`src/rtl/aes_leak_monitor.sv`:
```
// ---------------------------------------------------------------------------
// aes_leak_monitor
//
// Runtime leakage monitor for the AES key-register path. Keeps a private copy
// of NumWords key-share word pairs, flags a word as "triggered" once its
// Hamming weight reaches HwThresh and it has been left unwritten for
// StableCycles edges. While triggered, a suspect probe net is compared with
// bit ProbeBit of the lowest triggered unmasked word. MatchThresh consecutive
// valid matches raise a sticky alert and latch the offending word index.
//
// Ports:
//   clk_i          clock
//   rst_ni         asynchronous active-low reset
//   cfg_en_i       monitor enable
//   clear_i        clears alert, match count and latched word index
//   key_we_i       per-word key-share write strobe
//   key_share0_i   share0 words, word w at [w*Width +: Width]
//   key_share1_i   share1 words, same packing
//   probe_i        suspect net under test
//   probe_valid_i  probe_i sample qualifier
//   trig_o         per-word trigger condition met
//   match_cnt_o    current consecutive-match count
//   leak_alert_o   sticky leakage alert
//   leak_word_o    word index latched when the alert fired
// ---------------------------------------------------------------------------
module aes_leak_monitor #(
  parameter int NumWords     = 4,
  parameter int Width        = 32,
  parameter int HwThresh     = 24,
  parameter int StableCycles = 4,
  parameter int HwMode       = 0,
  parameter int ProbeBit     = 0,
  parameter int MatchThresh  = 8,
  parameter int CntW         = $clog2(MatchThresh + 1),
  localparam int IdxW        = (NumWords > 1) ? $clog2(NumWords) : 1
) (
  input  logic                      clk_i,
  input  logic                      rst_ni,
  input  logic                      cfg_en_i,
  input  logic                      clear_i,
  input  logic [NumWords-1:0]       key_we_i,
  input  logic [NumWords*Width-1:0] key_share0_i,
  input  logic [NumWords*Width-1:0] key_share1_i,
  input  logic                      probe_i,
  input  logic                      probe_valid_i,
  output logic [NumWords-1:0]       trig_o,
  output logic [CntW-1:0]           match_cnt_o,
  output logic                      leak_alert_o,
  output logic [IdxW-1:0]           leak_word_o
);

  localparam int HwW   = $clog2(Width + 1);
  localparam int StabW = $clog2(StableCycles + 1);

  localparam logic [HwW-1:0]   HW_TH    = HwW'(HwThresh);
  localparam logic [StabW-1:0] STAB_MAX = StabW'(StableCycles);
  localparam logic [CntW-1:0]  CNT_MAX  = CntW'(MatchThresh);

  typedef enum logic [1:0] {
    IDLE    = 2'd0,
    MONITOR = 2'd1,
    ALERT   = 2'd2
  } state_e;

  // -------------------------------------------------------------------------
  // Helper functions
  // -------------------------------------------------------------------------
  function automatic logic [HwW-1:0] popcount(input logic [Width-1:0] v);
    logic [HwW-1:0] acc;
    acc = '0;
    for (int i = 0; i < Width; i++) begin
      acc = acc + HwW'(v[i]);
    end
    return acc;
  endfunction

  function automatic logic [CntW-1:0] sat_inc_cnt(input logic [CntW-1:0] v);
    return (v >= CNT_MAX) ? CNT_MAX : v + 1'b1;
  endfunction

  function automatic logic [StabW-1:0] sat_inc_stab(input logic [StabW-1:0] v);
    return (v >= STAB_MAX) ? STAB_MAX : v + 1'b1;
  endfunction

  // -------------------------------------------------------------------------
  // Stage 0: key-share shadow registers and per-word stability counters.
  // These run in every FSM state so stability is already known when the
  // monitor is (re-)enabled.
  // -------------------------------------------------------------------------
  logic [Width-1:0] s0_q   [NumWords];
  logic [Width-1:0] s1_q   [NumWords];
  logic [StabW-1:0] stab_q [NumWords];

  always_ff @(posedge clk_i or negedge rst_ni) begin
    if (!rst_ni) begin
      for (int w = 0; w < NumWords; w++) begin
        s0_q[w]   <= '0;
        s1_q[w]   <= '0;
        stab_q[w] <= '0;
      end
    end else begin
      for (int w = 0; w < NumWords; w++) begin
        if (key_we_i[w]) begin
          // Any write, even of identical data, restarts the stability window.
          s0_q[w]   <= key_share0_i[w*Width +: Width];
          s1_q[w]   <= key_share1_i[w*Width +: Width];
          stab_q[w] <= '0;
        end else begin
          stab_q[w] <= sat_inc_stab(stab_q[w]);
        end
      end
    end
  end

  // -------------------------------------------------------------------------
  // Stage 1: combinational trigger evaluation and lowest-index selection,
  // all from registered values so a write on a sample edge does not affect
  // that edge's comparison.
  // -------------------------------------------------------------------------
  state_e state_q, state_d;

  logic [Width-1:0]    unm     [NumWords];
  logic [NumWords-1:0] trig;
  logic                any_trig;
  logic [IdxW-1:0]     sel;
  logic                exp_bit;

  always_comb begin
    trig = '0;
    for (int w = 0; w < NumWords; w++) begin
      unm[w]  = s0_q[w] ^ s1_q[w];
      trig[w] = (popcount((HwMode != 0) ? unm[w] : s0_q[w]) >= HW_TH) &&
                (stab_q[w] == STAB_MAX) &&
                (state_q != IDLE);
    end
  end

  always_comb begin
    sel     = '0;
    exp_bit = 1'b0;
    // Walk from the top down so the lowest triggered index is the last write.
    for (int w = NumWords - 1; w >= 0; w--) begin
      if (trig[w]) begin
        sel     = IdxW'(w);
        exp_bit = unm[w][ProbeBit];
      end
    end
  end

  assign any_trig = |trig;

  // -------------------------------------------------------------------------
  // Stage 2: correlation FSM, match counter and sticky alert.
  // -------------------------------------------------------------------------
  logic [CntW-1:0] cnt_q, cnt_d;
  logic            alert_q, alert_d;
  logic [IdxW-1:0] word_q, word_d;
  logic [CntW-1:0] cnt_inc;

  assign cnt_inc = sat_inc_cnt(cnt_q);

  always_ff @(posedge clk_i or negedge rst_ni) begin
    if (!rst_ni) begin
      state_q <= IDLE;
      cnt_q   <= '0;
      alert_q <= 1'b0;
      word_q  <= '0;
    end else begin
      state_q <= state_d;
      cnt_q   <= cnt_d;
      alert_q <= alert_d;
      word_q  <= word_d;
    end
  end

  always_comb begin
    state_d = state_q;
    cnt_d   = cnt_q;
    alert_d = alert_q;
    word_d  = word_q;

    if (clear_i) begin
      // Clear outranks any match or alert decided on the same edge.
      cnt_d   = '0;
      alert_d = 1'b0;
      word_d  = '0;
      state_d = cfg_en_i ? MONITOR : IDLE;
    end else begin
      unique case (state_q)
        IDLE: begin
          if (cfg_en_i) state_d = MONITOR;
        end
        MONITOR: begin
          if (!cfg_en_i) begin
            // Leaving keeps the count; the probe is not sampled on this edge.
            state_d = IDLE;
          end else if (probe_valid_i) begin
            if (!any_trig) begin
              cnt_d = '0;
            end else if (probe_i == exp_bit) begin
              cnt_d = cnt_inc;
              if (cnt_inc == CNT_MAX) begin
                state_d = ALERT;
                alert_d = 1'b1;
                word_d  = sel;
              end
            end else begin
              cnt_d = '0;
            end
          end
        end
        ALERT: begin
          // Sticky: only clear_i leaves this state.
        end
        default: state_d = IDLE;
      endcase
    end
  end

  assign trig_o       = trig;
  assign match_cnt_o  = cnt_q;
  assign leak_alert_o = alert_q;
  assign leak_word_o  = word_q;

endmodule

```
`config.mk`:
```
export PLATFORM = sky130hd
export DESIGN_NAME = aes_leak_monitor
export DESIGN_NICKNAME = d
export VERILOG_FILES = /design/src/rtl/aes_leak_monitor.sv
export SDC_FILE = /design/constraint.sdc
export NUM_CORES = 1
export LEC_CHECK = 0
export BUFFER_PORTS_ARGS = -buffer_cell sky130_fd_sc_hd__buf_2
export CAP_MARGIN = 20
export CELL_PAD_IN_SITES_DETAIL_PLACEMENT = 0
export CELL_PAD_IN_SITES_GLOBAL_PLACEMENT = 1
export CORE_ASPECT_RATIO = 2
export CORE_MARGIN = 4
export CORE_UTILIZATION = 40
export DETAILED_ROUTE_END_ITERATION = 12
export HOLD_SLACK_MARGIN = 0.08
export PLACE_DENSITY = 0.8
export RECOVER_POWER = 25
export REMOVE_ABC_BUFFERS = 1
export SYNTH_ARGS = -nofsm -noshare
export SYNTH_HDL_FRONTEND = slang
export SYNTH_SLANG_ARGS = --single-unit
export TNS_END_PERCENT = 30
```
`constraint.sdc`:
```
create_clock -name clk_i -period 8.17 [get_ports clk_i]
set_input_delay 1.634 -clock clk_i [delete_from_list [all_inputs] [get_ports clk_i]]
set_output_delay 1.634 -clock clk_i [all_outputs]
set_load 0.01 [all_outputs]
```
# [Word-level counts from Yosys, hierarchy flattened]
# Cells that the tools add are included.
[op_classes] addsub=129 n_lt_le_gt_ge=9 n_eq_ne=14 n_mux=46 n_bitwise=4 reduce_logical=20
[ops] cell="6-bit by 1-bit adder with 6-bit output" count=104
[ops] cell="2-bit two-way mux" count=18
[ops] cell="4-bit two-way mux" count=7
[ops] cell="5-bit by 1-bit adder with 6-bit output" count=4
[ops] cell="6-bit by 5-bit greater-or-equal comparator with 1-bit output, second input constant" count=4
[ops] cell="3-bit two-way mux" count=8
[ops] cell="4-bit by 1-bit adder with 5-bit output" count=4
[ops] cell="3-bit by 1-bit adder with 4-bit output" count=4
[ops] cell="4-bit inequality test, second input constant" count=4
[ops] cell="2-bit nonzero test" count=7
[ops] cell="2-bit by 1-bit adder with 3-bit output" count=4
[ops] cell="3-bit by 1-bit adder with 3-bit output, second input constant" count=4
[ops] cell="3-bit equality test, second input constant" count=4
[ops] cell="3-bit greater-or-equal comparator, second input constant" count=4
[ops] cell="1-bit two-way mux" count=12
[ops] cell="6-bit AND reduction" count=2
[ops] cell="1-bit by 1-bit adder with 2-bit output" count=4
[ops] cell="1-bit logical AND" count=8
[ops] cell="2-bit case mux with 3 select lines" count=1
[ops] cell="4-bit by 1-bit adder with 4-bit output, second input constant" count=1
[ops] cell="4-bit equality test, second input constant" count=1
[ops] cell="4-bit greater-or-equal comparator, second input constant" count=1
[ops] cell="4-bit OR reduction" count=1
[ops] cell="1-bit XOR" count=4
[ops] cell="other kinds (7)" count=7
[totals] ff_bits=153 in_bits=266 output_inout_bits=11 word_cells=238

# [Longest topological paths before layout]
[logic_depth] depth_word=45 ltp_mapped=23 mapped_depth_nobuf=22

# [Worst setup path after synthesis]
# No wires, ideal clock.
[synth_timing] path_type="reg-to-output" from="reg s0_q[96] (netlist bit)" to="out trig_o[0]" t_arrival_ps=5022 t_required_ps=6536 slack_ps=1514 stages_incl_launch_ff=17 n_path_buf=0 path_cell_list="dfrtp_1 -> fa_1 -> inv_1 -> fa_1 -> fa_1 -> fa_1 -> fa_1 -> fa_1 -> inv_1 -> ha_1 -> inv_1 -> fa_1 -> or3b_1 -> a221oi_2 -> o211ai_1 -> and2_1 -> inv_1"
[synth_via] elab_chain_cells=34
[synth_rtl] element="start, declared" line_no="90" source="logic [Width-1:0] s0_q [NumWords];"
[synth_rtl] element="start signal, assigned by index" line_no="105" source="s0_q[w] <= key_share0_i[w*Width +: Width];"
[synth_rtl] element="1-bit by 1-bit adder with 2-bit output" line_no="72" source="acc = acc + HwW'(v[i]);"
[synth_rtl] element="2-bit by 1-bit adder with 3-bit output" line_no="72"
[synth_rtl] element="3-bit by 1-bit adder with 4-bit output" line_no="72"
[synth_rtl] element="4-bit by 1-bit adder with 5-bit output" line_no="72"
[synth_rtl] element="5-bit by 1-bit adder with 6-bit output" line_no="72"
[synth_rtl] element="6-bit by 1-bit adder with 6-bit output (26 in a row)" line_no="72"
[synth_rtl] element="6-bit by 5-bit greater-or-equal comparator with 1-bit output" line_no="132" source="trig[w] = (popcount((HwMode != 0) ? unm[w] : s0_q[w]) >= HW_TH) &&"
[synth_rtl] element="1-bit logical AND" line_no="132"
[synth_rtl] element="1-bit logical AND" line_no="133" source="(stab_q[w] == STAB_MAX) &&"
[synth_rtl] element="end, declared" line_no="46" source="output logic [NumWords-1:0] trig_o,"
# No other way between the ends.

# [Worst setup path after layout]
# Same ends and word-level chain as after synthesis.

==> results.sh <==
export IMPL_status="complete, but fails checks"
export IMPL_violations="max-capacitance violations, max-slew violations"
export IMPL_clkLatencyLatePin_ps=440
export IMPL_synth_flop_cell="dfrtp_1"
export IMPL_dp_hpwl_um=13900
export IMPL_h_tree_depth=4
export IMPL_required_ps=6540
export IMPL_worstMarginPinSlew_ps=4870
export IMPL_nNetsFinal=1406
export IMPL_ctsResizeCount=0
export IMPL_drt_initial_drc_count=204
export IMPL_synthesis_area_sq_um=9200
export IMPL_drc=0
export IMPL_design_portCount=277
export IMPL_fill_cells=2227
export IMPL_setup_ws_ps=599
export IMPL_synth_top_cell_area_share_pct=41.6
export IMPL_layout_cells_non_filler=1299
export IMPL_cts_buffer_depth=2
export IMPL_finClkSkew_ps=3.61
export IMPL_synthAdderAreaFrac_pct=26.1
export IMPL_root_buffer="clkbuf_16"
export IMPL_synth_seq_area_share_pct=41.6
export IMPL_leakage_nw=5.50
export IMPL_synthTopCellsByArea="dfrtp_1, fa_1, inv_1"
export IMPL_clk_pin_slew_ps=60
export IMPL_grt_max_degree=88
export IMPL_fp_dieH_um=222
export IMPL_p_per_area_nw_per_um2=396
export IMPL_synth_simple_area_share_pct=8.46
export IMPL_synth_xor_area_share_pct=0.476
export IMPL_clkPwrFrac_pct=18.5
export IMPL_power_switching_mw=1.83
export IMPL_grt_pass1_vias=6845
export IMPL_dp_cells=1267
export IMPL_final_core_util_pct=47.7
export IMPL_p_seq_share_pct=20.1
export IMPL_p_int_mw=2.45
export IMPL_grt_pass1_wl_um=30900
export IMPL_sw_frac_of_total_pct=42.7
export IMPL_arrival_ps=5940
export IMPL_yosysWarnings=0
export IMPL_first_pass_iters=4
export IMPL_avgSynthCellArea_sq_um=10.7
export IMPL_setup_viol=0
export IMPL_synthMuxAreaShare_pct=5.85
export IMPL_routed_wl_um=17800
export IMPL_core_sq_um=22600
export IMPL_synth_cells=861
export IMPL_cts_sinks=153
export IMPL_period_share_pct=92.7
export IMPL_max_cap_violations=1
export IMPL_fin_setup_tns_ps=0
export IMPL_routed_via_density=4.68
export IMPL_dieArea_sq_um=25600
export IMPL_ys_ff_latch=153
export IMPL_final_cell_area_sq_um=10800
export IMPL_vdd_drop_max_v=0.000334
export IMPL_hold_viol=0
export IMPL_crit_path_start_kind="register"
export IMPL_area_growth_pct=17.4
export IMPL_gp_congestion=0.762
export IMPL_post_cts_buffers=0
export IMPL_antenna_left=0
export IMPL_pre_cts_ws_ps=985
export IMPL_dpl_cell_area_sq_um=10200
export IMPL_cts_tree="yes"
export IMPL_ys_async_sr_fraction_pct=100
export IMPL_min_period_ps=7570
export IMPL_synth_top_family_by_area="adder cells"
export IMPL_synth_area_leader_cell="dfrtp_1"
export IMPL_vias=6078
export IMPL_antenna_found_initial=2
export IMPL_relSlewSlack_pct=-225
export IMPL_wl_per_cell_um=13.7
export IMPL_grt_util_all_layers_pct=15.4
export IMPL_worstHoldPathType="reg2reg"
export IMPL_drive_above_1_share_pct=22.9
export IMPL_worstSetupPathType="reg2out"
export IMPL_drv_slew=88
export IMPL_rows=78
export IMPL_critPathMaxFanout=3
export IMPL_synth_compound_area_share_pct=8.40
export IMPL_die_w_um=115
export IMPL_initial_utilization_pct=40.6
export IMPL_port_buffer_count=152
export IMPL_endpoint_kind="output port"
export IMPL_yosysUniqueCellTypes=52
export IMPL_overflow=0
export IMPL_synth_edf_count=0
export IMPL_cts_made_buffers=17
export IMPL_cts_hold_buf=0
export IMPL_rsz0062_at_grt="no"
export IMPL_fmax_ghz=0.132
export IMPL_pwr_share_comb_pct=61.4
critical path, cell delays in order (launching register included):
cell and delay [ps]:
dfrtp_1 420, fa_1 550, inv_1 60, fa_1 550, fa_1 460, fa_1 510
fa_1 530, fa_1 410, inv_1 70, ha_1 180, inv_1 60, fa_1 380
or3b_1 370, a221oi_2 260, o211ai_1 210, and2_1 220, inv_1 110, buf_2 150
synthesized netlist by cell type, types with 2 or more instances:
cell and count:
mux2i_1 2, or2_2 2, nand3_1 6, o21ai_0 91, nand3b_1 3, nor4_1 2, clkbuf_1 22, a221oi_1 4
inv_1 197, a21oi_1 14, ha_1 38, nor3_1 6, buf_1 4, and2_1 3, o211ai_1 5, nand2_1 95
xor2_1 2, and3_1 3, and3b_1 2, nor2_1 13, a221oi_2 2, nor2b_1 4, xnor2_1 3, mux2_2 46
a21o_1 4, or4_4 2, nand2b_1 4, or3_1 2, a22oi_1 2, nor3b_1 9, dfrtp_1 153, fa_1 96
layout make-up:
| cell class | count | area [sq um] | share of cell area [%] |
|---|---|---|---|
| tap | 280 | 350 | 3.24 |
| clock inverter | 7 | 91.3 | 0.846 |
| antenna | 1 | 2.50 | 0.0232 |
| multi-input combinational | 484 | 4530 | 41.9 |
| timing repair buffer | 153 | 767 | 7.10 |
| inverter | 197 | 739 | 6.85 |
| sequential | 153 | 3830 | 35.4 |
| clock buffer | 24 | 492 | 4.55 |
layout by cell type (no fill, tap or decap), types with 5 or more instances in the layout:
cell	Yosys	routed
fa_1	96	96
dfrtp_1	153	153
a21oi_1	14	14
clkbuf_16	0	17
inv_1	197	197
buf_2	1	151
nand2_1	95	95
nor3_1	6	6
nor2_1	13	13
mux2_2	46	46
nor3b_1	9	9
ha_1	38	38
nand3_1	6	6
o21ai_0	91	91
o211ai_1	5	5
power groups by stage:
stage,Combinational (mW),Sequential [mW],Clock [mW]
detailed placement,2.69,0.874,0
finish,2.63,0.859,0.792
floorplan,2.11,0.865,0
global placement,2.61,0.871,0
CTS,2.71,0.860,0.821
global route,3.14,0.867,0.852
layer usage:
metal	part of all wire (%)	GRT usage, %	vias to the layer above	wire length [um]
li1	-	-	2962	-
met5	0.073	0	-	13
met4	2.1	6.82	2	381
met3	3.9	3.22	20	703
met1	36	16.4	3000	6430
met2	58	28.5	94	10300
path summary, 6_finish.rpt:
kind	slack, ps	to	from	cells after the start
worst max-delay path	600	trig_o[0]	s0_q[96]	17
worst min-delay path	460	stab_q[3]	stab_q[3]	1
worst max register to register	1430	leak_word_o[1]	s0_q[96]	20
worst min register to register	460	stab_q[3]	stab_q[3]	1
max in group asynchronous	2450	s0_q[55]	rst_ni	1
min in group asynchronous	2910	s0_q[87]	rst_ni	1
sequential cells by signal (all words and copies together) (netlist names):
register,cells
leak_word_o,2
match_cnt_o,4
stab_q,12
s0_q,128
state_q,2
leak_alert_o,1
s1_q,4
logic make-up (layout without fill, tap and decap cells):
logic type,after synthesis,after routing
flip-flops,153,153
other,0,1
XOR/XNOR,5,5
AND/OR/NAND/NOR,163,163
buffers and inverters,224,381
AO/OA/AOI/OAI,134,134
multiplexers,48,48
adder cells (fa/ha/maj),134,134
through the flow:
step	power, mW	hold slack (ps)
after CTS	4.39	470
after floorplan	2.98	429
after global routing	4.86	480
final	4.28	461
after global placement	3.48	451
after detailed placement	3.56	462
Power figures use the tool's default switching activity.
